$ cat src/rtl/serial_receive.sv
// rtl/serial_receive.sv - RS-232 8N1 receiver with byte FIFO and 4-phase command/response handshake
// Optional stop-bit check and break handling: define SERIAL_RECEIVE_FRAMING_CHECK_EN.
module serial_receive #(
  parameter logic [31:0] CLOCK_RATE      = 32'd50000000,
  parameter logic [31:0] BAUD            = 32'd113500,
  parameter int          FIFO_DEPTH_LOG2 = 2
) (
  input  logic       OSC_50,
  input  logic       reset_50m,
  input  logic       clock_valid,
  input  logic       UART_RXD,
  input  logic       serial_receive_command,
  output logic       serial_receive_response,
  output logic [7:0] serial_receive_data,
  output logic       serial_receive_overrun,
  output logic       serial_receive_framing_error
);

  localparam logic [31:0] BIT_CYCLES = CLOCK_RATE / BAUD;
  localparam logic [31:0] HALF_BIT   = BIT_CYCLES >> 1;
  localparam int          DEPTH      = 1 << FIFO_DEPTH_LOG2;
  localparam logic [FIFO_DEPTH_LOG2:0] FIFO_FULL = {1'b1, {FIFO_DEPTH_LOG2{1'b0}}};

  localparam logic [2:0] RX_IDLE  = 3'd0;
  localparam logic [2:0] RX_START = 3'd1;
  localparam logic [2:0] RX_DATA  = 3'd2;
  localparam logic [2:0] RX_STOP  = 3'd3;
  localparam logic [2:0] RX_STORE = 3'd4;
`ifdef SERIAL_RECEIVE_FRAMING_CHECK_EN
  localparam logic [2:0] RX_BREAK = 3'd5;
`endif

  localparam logic [0:0] HS_WAIT = 1'b0;
  localparam logic [0:0] HS_ACK  = 1'b1;

  logic                       sync1;
  logic                       rxs;
  logic [2:0]                 rx_state;
  logic [31:0]                timer;
  logic [3:0]                 bit_cnt;
  logic [7:0]                 shift;
  logic [7:0]                 mem [DEPTH];
  logic [FIFO_DEPTH_LOG2-1:0] wr_ptr;
  logic [FIFO_DEPTH_LOG2-1:0] rd_ptr;
  logic [FIFO_DEPTH_LOG2:0]   count;
  logic [0:0]                 hs_state;
  logic                       fifo_full;
  logic                       fifo_empty;
  logic                       frame_ok;
  logic                       push;
  logic                       pop;

  assign fifo_full  = (count == FIFO_FULL);
  assign fifo_empty = (count == '0);

`ifdef SERIAL_RECEIVE_FRAMING_CHECK_EN
  logic stop_bit;
  assign frame_ok = stop_bit;
`else
  assign frame_ok = 1'b1;
  assign serial_receive_framing_error = 1'b0;
`endif

  assign push = clock_valid && (rx_state == RX_STORE) && frame_ok && !fifo_full;
  // The ack state is only entered with a non-empty FIFO, so a pop here never underflows.
  assign pop  = clock_valid && (hs_state == HS_ACK) && !serial_receive_command;
  assign serial_receive_response = (hs_state == HS_ACK);

  // Bit periods reload with BIT_CYCLES-1 because the zero count is itself a cycle;
  // this keeps samples at exact N.5 bit times instead of drifting a cycle per bit.
  always_ff @(posedge OSC_50 or posedge reset_50m) begin
    if (reset_50m) begin
      sync1                  <= 1'b1;
      rxs                    <= 1'b1;
      rx_state               <= RX_IDLE;
      timer                  <= HALF_BIT;
      bit_cnt                <= 4'd0;
      shift                  <= 8'h00;
      serial_receive_overrun <= 1'b0;
`ifdef SERIAL_RECEIVE_FRAMING_CHECK_EN
      stop_bit                     <= 1'b1;
      serial_receive_framing_error <= 1'b0;
`endif
    end else if (clock_valid) begin
      sync1 <= UART_RXD;
      rxs   <= sync1;
      case (rx_state)
        RX_IDLE: begin
          timer <= HALF_BIT;
          if (!rxs) rx_state <= RX_START;
        end
        RX_START: begin
          if (timer != '0) begin
            timer <= timer - 32'd1;
          end else if (!rxs) begin
            rx_state <= RX_DATA;
            timer    <= BIT_CYCLES - 32'd1;
            bit_cnt  <= 4'd8;
          end else begin
            rx_state <= RX_IDLE;
          end
        end
        RX_DATA: begin
          if (timer != '0) begin
            timer <= timer - 32'd1;
          end else begin
            shift   <= {rxs, shift[7:1]};
            bit_cnt <= bit_cnt - 4'd1;
            timer   <= BIT_CYCLES - 32'd1;
            if (bit_cnt == 4'd1) rx_state <= RX_STOP;
          end
        end
        RX_STOP: begin
          if (timer != '0) begin
            timer <= timer - 32'd1;
          end else begin
`ifdef SERIAL_RECEIVE_FRAMING_CHECK_EN
            stop_bit <= rxs;
`endif
            rx_state <= RX_STORE;
          end
        end
        RX_STORE: begin
`ifdef SERIAL_RECEIVE_FRAMING_CHECK_EN
          if (!stop_bit) begin
            serial_receive_framing_error <= 1'b1;
            rx_state                     <= RX_BREAK;
          end else begin
            if (fifo_full) serial_receive_overrun <= 1'b1;
            rx_state <= RX_IDLE;
          end
`else
          if (fifo_full) serial_receive_overrun <= 1'b1;
          rx_state <= RX_IDLE;
`endif
        end
`ifdef SERIAL_RECEIVE_FRAMING_CHECK_EN
        // Hold off until the line returns high so a break is not seen as a new start bit.
        RX_BREAK: begin
          if (rxs) rx_state <= RX_IDLE;
        end
`endif
        default: rx_state <= RX_IDLE;
      endcase
    end
  end

  always_ff @(posedge OSC_50) begin
    if (push) mem[wr_ptr] <= shift;
  end

  always_ff @(posedge OSC_50 or posedge reset_50m) begin
    if (reset_50m) begin
      wr_ptr <= '0;
      rd_ptr <= '0;
      count  <= '0;
    end else if (clock_valid) begin
      if (push) wr_ptr <= wr_ptr + 1'b1;
      if (pop) rd_ptr <= rd_ptr + 1'b1;
      if (push && !pop) count <= count + 1'b1;
      else if (pop && !push) count <= count - 1'b1;
    end
  end

  always_ff @(posedge OSC_50 or posedge reset_50m) begin
    if (reset_50m) begin
      hs_state            <= HS_WAIT;
      serial_receive_data <= 8'h00;
    end else if (clock_valid) begin
      if (hs_state == HS_WAIT) begin
        if (serial_receive_command && !fifo_empty) begin
          serial_receive_data <= mem[rd_ptr];
          hs_state            <= HS_ACK;
        end
      end else if (!serial_receive_command) begin
        hs_state <= HS_WAIT;
      end
    end
  end

endmodule

$ cat config.mk
export PLATFORM = sky130hd
export DESIGN_NAME = serial_receive
export DESIGN_NICKNAME = d
export VERILOG_FILES = /design/src/rtl/serial_receive.sv
export SDC_FILE = /design/constraint.sdc
export NUM_CORES = 1
export LEC_CHECK = 0
export ABC_AREA = 1
export CELL_PAD_IN_SITES_DETAIL_PLACEMENT = 1
export CELL_PAD_IN_SITES_GLOBAL_PLACEMENT = 1
export CORE_ASPECT_RATIO = 0.7
export CORE_MARGIN = 2
export CORE_UTILIZATION = 35
export CTS_BUF_LIST = sky130_fd_sc_hd__clkbuf_8 sky130_fd_sc_hd__clkbuf_16
export CTS_CLUSTER_DIAMETER = 40
export DETAILED_ROUTE_END_ITERATION = 7
export PLACE_DENSITY_LB_ADDON = 0.1
export RECOVER_POWER = 100
export SETUP_SLACK_MARGIN = 0.3
export SKIP_CTS_REPAIR_TIMING = 1
export SLEW_MARGIN = 10
export SYNTH_ARGS = -nofsm -noshare
export SYNTH_HDL_FRONTEND = slang
export SYNTH_SLANG_ARGS = --single-unit
$ cat constraint.sdc
create_clock -name OSC_50 -period 2.9 [get_ports OSC_50]
set_input_delay 0.435 -clock OSC_50 [delete_from_list [all_inputs] [get_ports OSC_50]]
set_output_delay 0.435 -clock OSC_50 [all_outputs]
set_load 0.02 [all_outputs]
==> impl_metrics.ini <==
[timing]
finalSetupViolCount = 0
fin_crit_sh_pct = 83.5
tns_ps = 0
report.final.slew_viol_count = 67
rsz0062_at_grt = no
clock_skew_ps = 7.58
hold_violations = 0
worstMarginPinSlew_ps = 1800
min_period_ps = 2420
hold_ws_ps = 474
fmax_ghz = 0.413
setup_ws_ps = 478
relSlewSlack_pct = -20.0

[drt]
via_count = 4203
viasPerCell = 4.89
drc = 0
drt-initial-drc-count = 181
ant_nets = 0
drt_wl_total_microns = 13900
drt-pass1-iter-count = 4
routedWlPerCell_microns = 16.2

[finish]
drive_above_1_share_pct = 8.89
post-route-util_pct = 40.0
synthToLayoutAreaGrowth_pct = 11.5
fillers = 1764
nNetsFinal = 674
antenna_cells = 0

[pwr]
power_density_nw_per_um2 = 765
switching_share_pct = 37.8
clockPowerShare_pct = 29.0
p_comb_share_pct = 29.4
power_frac_seq_pct = 41.6
leakagePower_nw = 2.71
power_w = 0.00452
ir_drop_mv = 0.341
p_switching_w = 0.00171
p_int_w = 0.00281

[setup_path]
cp-end-kind = register
cp.required_ps = 3150
cp_max_fo = 10
critPathLaunchType = primary input
crit_type = in2reg
cp.arrival_ps = 2670
regToRegSetupSlack_ps = 510

[place]
place_ws_ps = 449
post-dp-hpwl_microns = 10100
port_buffers = 14
gp_congestion = 0.832

[clock_network]
clk_pin_slew_ps = 70
cts_tree = yes
clk_latency_ps = 360
htree_levels = 3
cts_root_buffer = clkbuf_16
clockBufferDepth = 2
cts_buffers = 9
clkSinkCount = 98

[grt]
gr-usage-met1_pct = 28.8
grt_overflow = 0
grt_first_pass_wirelength_microns = 23200
use_met2_pct = 27.0
grt_util_met3_pct = 3.62
grt_pass1_vias = 4318
grt_max_degree = 67
antenna_found_initial = 0
grt_usage_pct = 18.9
grt.busiest_layer = met1

[yosys]
synthArstFlopShare_pct = 67.3
synth_fp_nets = 651
yosysMostFrequentCell = nand2_1
synth_area_sq_um = 5300
ys_seq_area_share_pct = 49.4
synth.largest_area_cell = dfrtp_1
synth-seq-cells = 98
synth_cell_types = 46
synthCells = 636
synth_warnings = 0
synth_edf_count = 32
synth_area_leaders = dfrtp_1 28%, edfxtp_1 18%, nand2_1 11%
yosys-top-cells-count = 155 x nand2_1, 112 x nor2_1, 75 x inv_1, 59 x dfrtp_1, 35 x nand3_1
synth_flop_cell = dfrtp_1
synth_top_area_share_pct = 27.8
syn_avg_cell_area_sq_um = 8.34

[status]
violations = max-capacitance violations, max-slew violations
status = finished with violations

[die]
start_util_pct = 35.9
die_w_microns = 151
fp-row-count = 37
die_area_sq_um = 16200
die_h_microns = 107
pin_count = 16
core_sq_um = 14800

[worst_hold_path]
hp-class = reg2reg

[run]
maxCapViolCount = 1
## registers in the layout (all words and copies together), names as in the netlist, 2 cells and up
register,count
count,3
bit_cnt,4
wr_ptr,2
timer,32
mem,32
rd_ptr,2
rx_state,3
serial_receive_data,8
shift,8
## stage by stage
stage          cell area [sq um]  instances
4_1_cts                     6010        859
2_1_floorplan               5300        636
3_3_place_gp                5690        843
3_5_place_dp                5690        843
6_report                    5910        859
5_1_grt                     5910        859
## cell families after synthesis
| kind of cell | count (synthesis) | share of synthesized area (%) |
|---|---|---|
| flops | 98 | 49.4 |
| simple gates | 350 | 28.9 |
| buf+inv | 94 | 7.76 |
| fa+ha+maj | 10 | 2.50 |
| xor+xnor | 14 | 2.31 |
| mux | 9 | 1.91 |
| compound gates | 60 | 7.13 |
| other cells | 1 | 0.0707 |
## final timing paths
kind	from	endpoint	depth (start not counted)
setup / recovery	clock_valid	timer[23]$_DFFE_PP0P_	9
hold / removal	sync1$_DFFE_PP1P_	sync1$_DFFE_PP1P_	2
setup reg to reg	timer[23]$_DFFE_PP0P_	shift[2]$_DFFE_PP0P_	7
hold reg to reg	sync1$_DFFE_PP1P_	sync1$_DFFE_PP1P_	2
max in group asynchronous	reset_50m	bit_cnt[1]$_DFFE_PP0P_	3
min in group asynchronous	reset_50m	timer[15]$_DFFE_PP0P_	3
## placed cells by master (no fill, tap or decap), drive strengths merged, types with 6 or more instances in the layout
cell type    count
clkbuf          18
clkinv           6
dfrtp           59
dfstp            7
dlygate4sd3     12
edfxtp          32
ha               9
inv             78
mux2             9
nand2          164
nand3           37
nand4           16
nor2           122
nor3             9
o21ai           34
o32ai            8
xor2            14
## metal layers
metal | wire length (microns) | up-vias | part of all wire (%)
met3 | 424 | 13 | 3.1
li1 | - | 2088 | -
met2 | 5670 | 43 | 41
met4 | 152 | 0 | 1.1
met5 | 0 | - | 0
met1 | 7640 | 2059 | 55
## worst max-delay path, stage by stage
cell and delay [ps]:
dlygate4sd3_1 550, clkbuf_1 290, inv_1 150, nor2_1 160, a21boi_4 390, buf_4 230
nand2_1 240, clkinv_4 160, nor2_1 60
## power by group through the flow
stage / Combinational [W] / Clock (W) / Sequential (W)
floorplan: 0.000946 / 0 / 0.00189
global placement: 0.00138 / 0 / 0.00191
detailed placement: 0.00141 / 0 / 0.00192
CTS: 0.00142 / 0.00135 / 0.00190
global route: 0.00150 / 0.00140 / 0.00193
finish: 0.00133 / 0.00131 / 0.00188
## area by class of cell
| class | instances | area [sq um] | share of cell area [%] |
|---|---|---|---|
| Inverter | 78 | 298 | 5.04 |
| Sequential cell | 98 | 2620 | 44.3 |
| Timing Repair Buffer | 28 | 213 | 3.60 |
| Multi-Input combinational cell | 444 | 2220 | 37.5 |
| Clock buffer | 9 | 225 | 3.81 |
| Clock inverter | 7 | 95.1 | 1.61 |
| Tap cell | 195 | 244 | 4.13 |
(Power assumes the default switching activity.)
